==> config.mk <==
export PLATFORM = sky130hd
export DESIGN_NAME = dbus_slave_decoder
export DESIGN_NICKNAME = d
export VERILOG_FILES = /design/src/rtl/dbus_slave_decoder.sv
export SDC_FILE = /design/constraint.sdc
export NUM_CORES = 1
export LEC_CHECK = 0
export ABC_AREA = 1
export BUFFER_PORTS_ARGS = -buffer_cell sky130_fd_sc_hd__buf_2
export CORE_AREA = 2 2 135 137
export CTS_CLUSTER_SIZE = 8
export DETAILED_ROUTE_END_ITERATION = 10
export DIE_AREA = 0 0 137 139
export SETUP_SLACK_MARGIN = 0.02
export SLEW_MARGIN = 20
export SYNTH_ARGS = -nofsm -noshare
export SYNTH_HDL_FRONTEND = slang
export SYNTH_SLANG_ARGS = --single-unit
==> constraint.sdc <==
create_clock -name clk -period 2.5 [get_ports clk]
set_input_delay 0 -clock clk [delete_from_list [all_inputs] [get_ports clk]]
set_output_delay 0 -clock clk [all_outputs]
set_load 0.005 [all_outputs]
==> src/rtl/dbus_slave_decoder.sv <==
// Address decoder between the data-bus arbiter and four peripheral slaves.
// Locks the chosen slave per transaction; unmapped or hung accesses end in an error response.
module dbus_slave_decoder #(
    parameter logic [31:0] BASE0    = 32'h0000_0000,
    parameter logic [31:0] MASK0    = 32'hF000_0000,
    parameter logic [31:0] BASE1    = 32'h1FC0_0000,
    parameter logic [31:0] MASK1    = 32'hFFFF_0000,
    parameter logic [31:0] BASE2    = 32'h1FD0_0000,
    parameter logic [31:0] MASK2    = 32'hFFFF_0000,
    parameter logic [31:0] BASE3    = 32'h1FE0_0000,
    parameter logic [31:0] MASK3    = 32'hFFE0_0000,
    parameter int          TIMEOUT  = 255,
    parameter logic [31:0] ERR_DATA = 32'hDEAD_BEEF
) (
    input  logic         clk,
    input  logic         rst,
    input  logic [31:0]  addrM,
    input  logic [31:0]  doutM,
    input  logic         stbM,
    input  logic         weM,
    input  logic [3:0]   dmM,
    output logic [31:0]  dinM,
    output logic         nakM,
    output logic [31:0]  addrS,
    output logic [31:0]  dinS,
    output logic         weS,
    output logic [3:0]   dmS,
    output logic [3:0]   stbS,
    input  logic [127:0] doutS,
    input  logic [3:0]   nakS,
    input  logic         errClr,
    output logic         errFlag,
    output logic [1:0]   errCause,
    output logic [31:0]  errAddr
);
    localparam int              CW      = $clog2(TIMEOUT + 1);
    localparam logic [CW-1:0]   CNT_MAX = CW'(TIMEOUT);

    typedef enum logic [1:0] {S_IDLE, S_BUSY, S_ERR} state_t;

    state_t          r_state;
    logic [1:0]      r_sel;
    logic [CW-1:0]   r_cnt;
    logic            r_errFlag;
    logic [1:0]      r_errCause;
    logic [31:0]     r_errAddr;

    logic [3:0]      w_hit;
    logic            w_any;
    logic [1:0]      w_idx;
    logic            w_timeout;

    assign addrS = addrM;
    assign dinS  = doutM;
    assign weS   = weM;
    assign dmS   = dmM;

    assign w_hit[0] = (addrM & MASK0) == BASE0;
    assign w_hit[1] = (addrM & MASK1) == BASE1;
    assign w_hit[2] = (addrM & MASK2) == BASE2;
    assign w_hit[3] = (addrM & MASK3) == BASE3;
    assign w_any    = |w_hit;

    always_comb begin
        w_idx = 2'd0;
        if (w_hit[0])      w_idx = 2'd0;
        else if (w_hit[1]) w_idx = 2'd1;
        else if (w_hit[2]) w_idx = 2'd2;
        else if (w_hit[3]) w_idx = 2'd3;
    end

    // Abort only when the locked slave is still stalling on its last allowed cycle.
    assign w_timeout = (r_state == S_BUSY) && stbM && nakS[r_sel] && (r_cnt == CNT_MAX);

    always_comb begin
        stbS = 4'b0000;
        nakM = 1'b0;
        dinM = 32'h0;
        case (r_state)
            S_IDLE: begin
                if (w_any) dinM = doutS[32*w_idx +: 32];
                if (stbM) begin
                    if (w_any) begin
                        stbS[w_idx] = 1'b1;
                        nakM        = nakS[w_idx];
                    end else begin
                        nakM = 1'b1;
                    end
                end
            end
            S_BUSY: begin
                dinM = doutS[32*r_sel +: 32];
                if (w_timeout) begin
                    dinM = ERR_DATA;
                end else if (stbM) begin
                    stbS[r_sel] = 1'b1;
                    nakM        = nakS[r_sel];
                end
            end
            S_ERR:   dinM = ERR_DATA;
            default: dinM = 32'h0;
        endcase
    end

    always_ff @(posedge clk) begin
        if (rst) begin
            r_state    <= S_IDLE;
            r_sel      <= 2'd0;
            r_cnt      <= '0;
            r_errFlag  <= 1'b0;
            r_errCause <= 2'b00;
            r_errAddr  <= 32'h0;
        end else begin
            // Error captures below are later assignments, so they override a same-cycle clear.
            if (errClr) begin
                r_errFlag  <= 1'b0;
                r_errCause <= 2'b00;
            end
            case (r_state)
                S_IDLE: begin
                    if (stbM && w_any && nakS[w_idx]) begin
                        r_sel   <= w_idx;
                        r_cnt   <= CW'(1);
                        r_state <= S_BUSY;
                    end else if (stbM && !w_any) begin
                        r_state <= S_ERR;
                    end
                end
                S_BUSY: begin
                    if (!stbM || !nakS[r_sel]) begin
                        r_cnt   <= '0;
                        r_state <= S_IDLE;
                    end else if (w_timeout) begin
                        r_cnt      <= '0;
                        r_state    <= S_IDLE;
                        r_errFlag  <= 1'b1;
                        r_errCause <= 2'b10;
                        r_errAddr  <= addrM;
                    end else begin
                        r_cnt <= r_cnt + CW'(1);
                    end
                end
                S_ERR: begin
                    r_errFlag  <= 1'b1;
                    r_errCause <= 2'b01;
                    r_errAddr  <= addrM;
                    r_state    <= S_IDLE;
                end
                default: r_state <= S_IDLE;
            endcase
        end
    end

    assign errFlag  = r_errFlag;
    assign errCause = r_errCause;
    assign errAddr  = r_errAddr;

endmodule

==> results.json, run 1 <==
{
  "ys_ff_latch": 47,
  "die_area_um2": 19000,
  "synthSimpleGateAreaFrac_pct": 28.8,
  "n_fill_cell": 1931,
  "via_count": 6199,
  "rsz0062_at_grt": "false",
  "num_io_pins": 346,
  "ant_nets": 0,
  "violations": "negative hold slack",
  "yosys.cell_types.count": 37,
  "maxSlewViolCount": 0,
  "tightestPinTransition_ns": 0.650,
  "avgRoutedWirePerCell_um": 16.4,
  "use_met1_pct": 22.8,
  "cts_buffers": 5,
  "drive_gt1_share_pct": 32.2,
  "grt_max_degree": 37,
  "worstReg2RegEnd": "errAddr[7]",
  "gp_congestion": 0.782,
  "ys_async_sr_fraction_pct": 0,
  "cts-root-buf": "clkbuf_16",
  "htree_levels": 2,
  "reg2reg_slack_ns": 0.40,
  "hp-class": "input port to flip-flop",
  "synth_ff_type": "dfxtp_1",
  "synth-xor-area-share_pct": 0.733,
  "required_ns": 2.50,
  "drv_cap": 0,
  "end_kind": "output port",
  "synth_top_cell_by_area": "dfxtp_1",
  "cp_max_fo": 17,
  "fin_crit_ns": 2.24,
  "clkTransAtPathRegs_ns": 0.07,
  "synth_edf_count": 0,
  "clock_path_buffers": 2,
  "hpwlAfterDp_um": 14700,
  "use_met2_pct": 35.5,
  "grt-busiest-layer": "met2",
  "critPathLaunch": "r_sel[1]",
  "synth_compound_gate_area_share_pct": 27.8,
  "ir_worst_vdd_mv": 0.357,
  "endpoint": "dinM[23]",
  "status": "finished, violations left",
  "clkLatencyLatePin_ns": 0.29,
  "initial_core_util_pct": 27.1,
  "clock-sinks": 47,
  "fp-row-count": 49,
  "finalSetupViolCount": 0,
  "arrival_ns": 2.24,
  "cts_tree": "built",
  "first_iter_violations": 383,
  "crit_type": "flip-flop to output port",
  "syn-cell-area_um2": 4780,
  "grt_usage_pct": 20.0,
  "ys_seq_area_share_pct": 19.7,
  "synthTopCellsByArea": "dfxtp_1 (20%), nand2_1 (15%), buf_4 (11%)",
  "holdWs_ns": -0.00213,
  "yosys-mux-area-fraction_pct": 0,
  "firstDrtPassIters": 5,
  "antenna_found_initial": 4,
  "synth_area_per_cell_um2": 5.98,
  "skew_ns": 0.00631,
  "ys_warn_count": 0,
  "synth_nets": 1010,
  "grt_pass1_wl_um": 30500,
  "synth_top_area_share_pct": 19.7,
  "r2r-start": "r_sel[1]",
  "crit_path_start_kind": "flip-flop",
  "route.detailed.drc": 0,
  "netlist_instances": 800,
  "tns_ns": 0,
  "use_met3_pct": 4.79,
  "powerDensity_nw_per_um2": 421,
  "nets": 1213,
  "p_leak_nw": 3.10,
  "cts_setup_buffers": 0,
  "die_h_um": 139,
  "port_buffers": 271,
  "grt_pass1_vias": 5876,
  "wirelength_um": 20200,
  "synth-adder-area-share_pct": 1.31,
  "max_freq_mhz": 446,
  "maxSlewHeadroom_pct": 56.7,
  "finalCritPeriodShare_pct": 89.6,
  "die_x_um": 137,
  "synth_top_family_by_area": "simple AND/OR/NAND/NOR gates",
  "viasPerCell": 5.02,
  "hold_violations": 1,
  "overflow": 0,
  "ff2ff_path_depth": 11,
  "core_um2": 17700,
  "area_growth_pct": 30.4
}
==> power breakdown <==
group          total (mW)  switching, mW  internal (mW)
combinational        1.08          0.609          0.471
clock               0.673          0.299          0.374
sequential          0.869         0.0435          0.825
total                2.62          0.952           1.67
==> flip-flops by register name, summed over array words and instances (netlist names) <==
register,count
r_state,2
r_sel,2
errAddr,32
errCause,2
r_cnt,8
errFlag,1
==> cell usage in the layout, fill, tap and decap left out, types with 6 or more instances in the layout <==
cell type	netlist	final
dfxtp_1	47	47
o22ai_1	58	58
nor2_1	89	88
a21oi_1	87	87
inv_1	71	70
dlygate4sd3_1	0	24
nand4_1	8	8
o211ai_1	6	6
nand2_2	7	6
o21ai_1	7	7
a22oi_1	6	6
buf_2	9	271
a221oi_1	17	17
o21ai_0	26	26
nand3_1	21	21
buf_4	72	14
nand2_1	192	191
==> layer usage <==
layer / wire length (um) / share of wire, %
met5: 31 / 0.15
met4: 637 / 3.2
met3: 1990 / 9.8
met2: 9750 / 48
met1: 7780 / 39
==> metrics by stage <==
step                setup slack (ns)  util, %  power [mW]  instances  cell area (um^2)
finish                         0.260     35.3        2.62       1234              6230
global route                  0.0337     35.3        2.82       1233              6230
CTS                            0.149     35.1        2.64       1232              6200
detailed placement             0.345     32.9        1.92       1200              5810
global placement               0.409     32.9        1.92       1200              5810
floorplan                      0.701        -        1.50        800              4780
==> cells by family after synthesis <==
kind of cell	count (synthesis)
flip-flops	47
adder cells (fa/ha/maj)	5
XOR/XNOR	4
buffers and inverters	192
AO/OA/AOI/OAI	221
AND/OR/NAND/NOR	331
==> how the worst min path moves through the flow <==
stage | endpoint | depth (start not counted) | slack, ns | startpoint
global placement | dinS[10] | 0 | 0.00003 | doutM[10]
floorplan | addrS[0] | 1 | 0.08 | addrM[0]
detailed placement | dinS[10] | 0 | 0.00003 | doutM[10]
global route | dinS[29] | 0 | 0.000008 | doutM[29]
finish | errAddr[4] | 3 | -0.002 | addrM[4]
CTS | dinS[10] | 0 | 0.00003 | doutM[10]
==> repair_timing <==
action | in CTS | in global routing
setup endpoints to repair | 1 | 11
endpoints found under the hold margin | 24 | 0
hold buffers | 24 | 0
resized for setup | 1 | 6
cloned | 0 | 1
==> area by class of cell <==
cell class	instances	area, um^2	area share (%)
clock buffer	5	125	2.01
multi-input combinational	561	2830	45.4
tap	229	287	4.60
antenna	1	2.50	0.0401
timing repair inverter	1	7.51	0.120
sequential	47	941	15.1
clock inverter	3	23.8	0.381
inverter	77	298	4.78
timing repair buffer	310	1720	27.6
==> worst max-delay path, cell delays in order (launching register included) <==
cell,delay [ns]
dfxtp_1,0.44
buf_4,0.20
nor2_4,0.05
a22oi_1,0.16
nand3_1,0.10
nand2_2,0.10
nor2_4,0.06
nand2_2,0.17
nand2_8,0.16
buf_4,0.19
nor2_1,0.09
a21oi_1,0.08
buf_2,0.16
==> synthesized netlist by cell type, types with 3 or more instances <==
cell type  count
a21oi_1       87
a221oi_1      17
a22oi_1        6
buf_2          9
buf_4         72
buf_6          4
clkbuf_1      29
dfxtp_1       47
ha_1           5
inv_1         71
inv_2          4
nand2_1      192
nand2_2        7
nand3_1       21
nand3_2        3
nand4_1        8
nor2_1        89
nor2_4         4
nor3_1         3
o2111ai_1      5
o211ai_1       6
o21a_1         3
o21ai_0       26
o21ai_1        7
o22ai_1       58
Power figures use the tool's default switching activity.
==> run 2, diff against run 1 <==
- BUFFER_PORTS_ARGS: -buffer_cell sky130_fd_sc_hd__buf_2 -> -buffer_cell sky130_fd_sc_hd__buf_4
- CORE_AREA: 2 2 135 137 -> 2 2 134 136
- DIE_AREA: 0 0 137 139 -> 0 0 136 138
- clock period: 2.5 -> 2.7 ns (I/O delays scaled with it)
==> run 2 against run 1 <==
Effect of this change: the flow now finishes without violations; combinational power up 6%; clock power down 5.8%; wire length down 1.7%; cell count unchanged; clock skew down 0.0021 ns; sequential share of layout area down 1.4 points; die area down 1.4%; total power down 0.94%; critical endpoint is now dinM[15].
==> results.json, run 2 (same netlist as run 1, synthesis figures left out) <==
{
  "maxSlewHeadroom_pct": 58.2,
  "cts_buffers": 5,
  "powerDensity_nw_per_um2": 377,
  "overflow": 0,
  "internal_power_mw": 1.72,
  "gp_congestion": 0.883,
  "drv_cap": 0,
  "setup_ws_ns": 0.207,
  "tightestPinTransition_ns": 0.626,
  "seqPwrFrac_pct": 31.2,
  "end_kind": "output port",
  "n_fill_cell": 1943,
  "first_iter_violations": 319,
  "die_x_um": 136,
  "cp_max_fo": 18,
  "p_clk_share_pct": 24.4,
  "ir_worst_vdd_mv": 0.386,
  "hpwlAfterDp_um": 14700,
  "power.switching_uw": 875,
  "ff2ff_path_depth": 10,
  "pre_cts_ws_ns": 0.348,
  "path_cells": "dlygate4sd3_1 > buf_4 > nand2_1 > inv_1 > nand2_1 > nor2_2 > nand2_2 > nand2_1 > o21ai_4 > inv_4 > buf_4 > nand2_1 > a21oi_1 > buf_4",
  "fin_crit_ns": 2.49,
  "via_count": 6210,
  "hp-class": "input port to output port",
  "hold_violations": 0,
  "crit_type": "input port to output port",
  "slowest_stage": "dlygate4sd3_1",
  "whs_endpoint": "dinS[27]",
  "drt-met1-wl_um": 7540,
  "largest_register_ffs": 32,
  "finalSetupViolCount": 0,
  "grt_pass1_vias": 5958,
  "drive_gt1_share_pct": 32.2,
  "required_ns": 2.70,
  "final_common_cell": "buf_4",
  "finalCritPeriodShare_pct": 92.3,
  "p_leak_nw": 3.30,
  "grt_pass1_wl_um": 29900,
  "final_cell_mix": "buf_4 (289), nand2_1 (192), nor2_1 (89)",
  "slowest_delay_ns": 0.54,
  "wirelength_um": 19800,
  "nets": 1213,
  "arrival_ns": 2.49,
  "viasPerCell": 5.03,
  "dr_wl_met2_um": 9690,
  "crit_path_start_kind": "input port",
  "crit_family": "buffers and inverters",
  "worstReg2RegEnd": "errAddr[11]",
  "holdPathStages": 0,
  "skew_ns": 0.00419,
  "port_buffers": 271,
  "firstDrtPassIters": 5,
  "status": "finished, final reports clean",
  "num_io_pins": 346,
  "final_core_util_pct": 39.2,
  "r2r-start": "r_cnt[0]",
  "tns_ns": 0,
  "cts_setup_buffers": 0,
  "antenna_found_initial": 1,
  "clock_path_buffers": 2,
  "max_freq_mhz": 401,
  "wl_met3_um": 1810,
  "reg2reg_slack_ns": 0.39,
  "crit_top_cell": "nand2_1",
  "cts_tree": "built",
  "p_sw_share_pct": 33.7,
  "route.detailed.drc": 0,
  "p_comb_share_pct": 44.4,
  "initial_core_util_pct": 27.3,
  "avgRoutedWirePerCell_um": 16.1,
  "ant_nets": 0,
  "fin_cells": 1234,
  "clkLatencyLatePin_ns": 0.28,
  "maxUsedRoutingLayer": "met4",
  "area_growth_pct": 43.9,
  "cts-root-buf": "clkbuf_16",
  "fp-row-count": 49,
  "grt_usage_pct": 19.5,
  "clock-sinks": 47,
  "dp_cells": 1203,
  "path_buf_inv": 6,
  "rsz0062_at_grt": "false",
  "grt_max_degree": 38,
  "htree_levels": 2,
  "hold_start": "doutM[27]",
  "core_um2": 17500,
  "maxSlewViolCount": 0,
  "die_h_um": 138,
  "die_area_um2": 18800
}
-- run 2: layout make-up --
| type | count | area (um^2) | share of cell area (%) |
|---|---|---|---|
| Clock buffer | 6 | 139 | 2.02 |
| Timing Repair Buffer | 311 | 2390 | 34.7 |
| Tap cell | 229 | 287 | 4.16 |
| Inverter | 77 | 297 | 4.31 |
| Clock inverter | 2 | 16.3 | 0.236 |
| Sequential cell | 47 | 942 | 13.7 |
| Antenna cell | 1 | 2.50 | 0.0364 |
| Multi-Input combinational cell | 561 | 2810 | 40.8 |
-- run 2: worst max-delay path by stage --
stage,cells after the start,from,end
6_report,14,addrM[26],dinM[15]
5_1_grt,14,addrM[26],dinM[2]
4_1_cts,14,addrM[26],dinM[15]
3_5_place_dp,11,r_sel[1],errAddr[2]
3_3_place_gp,11,r_sel[1],errAddr[0]
2_1_floorplan,11,r_state[1],errAddr[0]
-- run 2: stage by stage --
| step | instance area (um^2) | total power [mW] | hold slack [ns] |
|---|---|---|---|
| after floorplan | 4780 | 1.39 | 0.0808 |
| after global placement | 6490 | 1.95 | 0.0000346 |
| after detailed placement | 6490 | 1.95 | 0.0000346 |
| after CTS | 6870 | 2.61 | 0.0000346 |
| after global routing | 6880 | 2.76 | 0.00000907 |
| final | 6880 | 2.60 | 0.00000224 |
-- run 2: repair_timing --
item                                   4_1_cts  5_1_grt
hold buffers                                22        0
setup endpoints to repair                    0       10
endpoints found under the hold margin       22        0
resized for setup                            0        4
-- run 2: routing by layer --
layer,up-vias,track usage [%]
met4,0,8.06
met1,2831,22.0
met3,53,3.81
met2,308,35.5
met5,-,0
li1,3018,-
-- run 2: power by group through the flow --
stage	logic, mW	registers [mW]	clock network, mW
6_report	1.15	0.810	0.634
5_1_grt	1.27	0.819	0.670
4_1_cts	1.16	0.810	0.649
3_5_place_dp	1.13	0.823	0
3_3_place_gp	1.12	0.824	0
2_1_floorplan	0.571	0.822	0
==> run 3, diff against run 2 <==
- CELL_PAD_IN_SITES_DETAIL_PLACEMENT: unset -> 1
- CELL_PAD_IN_SITES_GLOBAL_PLACEMENT: unset -> 1
- CORE_AREA: 2 2 134 136 -> unset
- CORE_MARGIN: unset -> 2
- CORE_UTILIZATION: unset -> 28
- DIE_AREA: 0 0 136 138 -> unset
- PLACE_DENSITY_LB_ADDON: unset -> 0.1
==> run 3 against run 2 <==
Effect of this change: clock power increased by 2%; flip-flop and latch count unchanged; sequential power about the same; critical path depth increased by 1; hold slack about the same; utilization increased by 2.5 points; wire length increased by 13%; critical endpoint is now dinM[12]; largest cell class unchanged; largest power group unchanged; highest routed layer unchanged.
==> results.json, run 3 (same netlist as run 1, synthesis figures left out) <==
{
  "status": "finished, final reports clean",
  "avgRoutedWirePerCell_um": 18.1,
  "antenna-diode-count": 0,
  "die_x_um": 135,
  "hpwlAfterDp_um": 16000,
  "final_common_cell": "buf_4",
  "route.detailed.drc": 0,
  "port_buffers": 271,
  "grt_max_degree": 38,
  "arrival_ns": 2.47,
  "die_area_um2": 18100,
  "setup_ws_ns": 0.233,
  "holdPathStages": 0,
  "gp_congestion": 0.818,
  "largest_register_ffs": 32,
  "final_area_um2": 6950,
  "via_count": 6177,
  "maxSlewHeadroom_pct": 64.7,
  "critPathLaunch": "addrM[26]",
  "fin_crit_ns": 2.47,
  "ant_nets": 0,
  "n_fill_cell": 2188,
  "hold_violations": 0,
  "drv_cap": 0,
  "final_cell_mix": "buf_4 (284), nand2_1 (192), nor2_1 (89)",
  "powerDensity_nw_per_um2": 379,
  "pre_cts_ws_ns": 0.409,
  "hold_start": "doutM[15]",
  "area_growth_pct": 45.4,
  "ir_worst_vdd_mv": 0.290,
  "core_um2": 16600,
  "skew_ns": 0.00509,
  "dpl_cell_area_um2": 6450,
  "hp-class": "input port to output port",
  "cts_buffers": 5,
  "wirelength_um": 22300,
  "crit_type": "input port to output port",
  "cp_max_fo": 24,
  "maxSlewViolCount": 0,
  "grt_pass1_vias": 6329,
  "firstDrtPassIters": 4,
  "required_ns": 2.70,
  "r2r-start": "r_sel[1]",
  "fp-row-count": 47,
  "viasPerCell": 5.02,
  "grt_usage_pct": 23.8,
  "cts-root-buf": "clkbuf_16",
  "crit_path_start_kind": "input port",
  "nets": 1219,
  "reg2reg_slack_ns": 0.41,
  "die_h_um": 135,
  "htree_levels": 2,
  "clock-sinks": 47,
  "antenna_found_initial": 0,
  "cts_tree": "built",
  "finalCritPeriodShare_pct": 91.4,
  "tightestPinTransition_ns": 0.529,
  "final-seq-area_um2": 941,
  "ff2ff_path_depth": 11,
  "overflow": 0,
  "end_kind": "output port",
  "p_leak_nw": 3.33,
  "num_io_pins": 346,
  "tns_ns": 0,
  "grt_pass1_wl_um": 34400,
  "finalSetupViolCount": 0,
  "max_freq_mhz": 405,
  "multi_input_area_um2": 2810,
  "first_iter_violations": 244,
  "drive_gt1_share_pct": 31.6,
  "clock_path_buffers": 2,
  "rsz0062_at_grt": "false",
  "initial_core_util_pct": 28.7,
  "clkLatencyLatePin_ns": 0.30
}
[run 3: report_power, final]
group          total, mW  internal (mW)  switching [mW]
registers          0.810          0.764          0.0459
logic               1.18          0.596           0.583
clock network      0.646          0.347           0.299
total               2.64           1.71           0.928
[run 3: final timing paths]
path	end
min reg2reg	errAddr[9]
max reg2reg	errAddr[16]
max	dinM[12]
min	dinS[15]
[run 3: final cells by class]
| class | count | area share (%) |
|---|---|---|
| Tap cell | 220 | 3.96 |
| Inverter | 77 | 4.35 |
| Sequential cell | 47 | 13.5 |
| Multi-Input combinational cell | 561 | 40.5 |
| Clock inverter | 3 | 0.324 |
| Timing Repair Buffer | 317 | 35.6 |
| Clock buffer | 5 | 1.80 |
[run 3: critical path, cell delays in order]
cell and delay (ns):
dlygate4sd3_1 0.55, buf_4 0.15, nand2_1 0.08, inv_1 0.04, nand2_1 0.07, nor2_2 0.06, nand2_1 0.26, buf_4 0.25
nand3_2 0.11, inv_4 0.27, nand2_1 0.09, nand4_1 0.08, nand2_1 0.05, a21oi_1 0.23, buf_4 0.15
[run 3: routing by layer]
metal  GRT usage (%)  share of wire, %  vias up
met4            6.49               2.5        0
met2            42.2                49      189
met3            3.49               5.8       44
li1                -                 -     3029
met1            29.9                42     2915
met5               0                 0        -
[run 3: stage by stage]
| stage | hold slack (ns) | cells | total power, mW | util (%) |
|---|---|---|---|---|
| 6_report | 0.00000167 | 1230 | 2.64 | 41.8 |
| 5_1_grt | 0.00000893 | 1230 | 2.81 | 41.8 |
| 4_1_cts | 0.0000346 | 1229 | 2.66 | 41.5 |
| 3_5_place_dp | 0.0000346 | 1189 | 1.96 | 38.7 |
| 3_3_place_gp | 0.0000346 | 1189 | 1.95 | 38.7 |
| 2_1_floorplan | 0.0808 | 800 | 1.39 | - |
[run 3: timing repair]
item / in CTS / in global routing
resized for setup: 0 / 7
buffers inserted: 0 / 1
endpoints found under the hold margin: 32 / 0
hold buffers: 32 / 0
setup endpoints to repair: 0 / 26
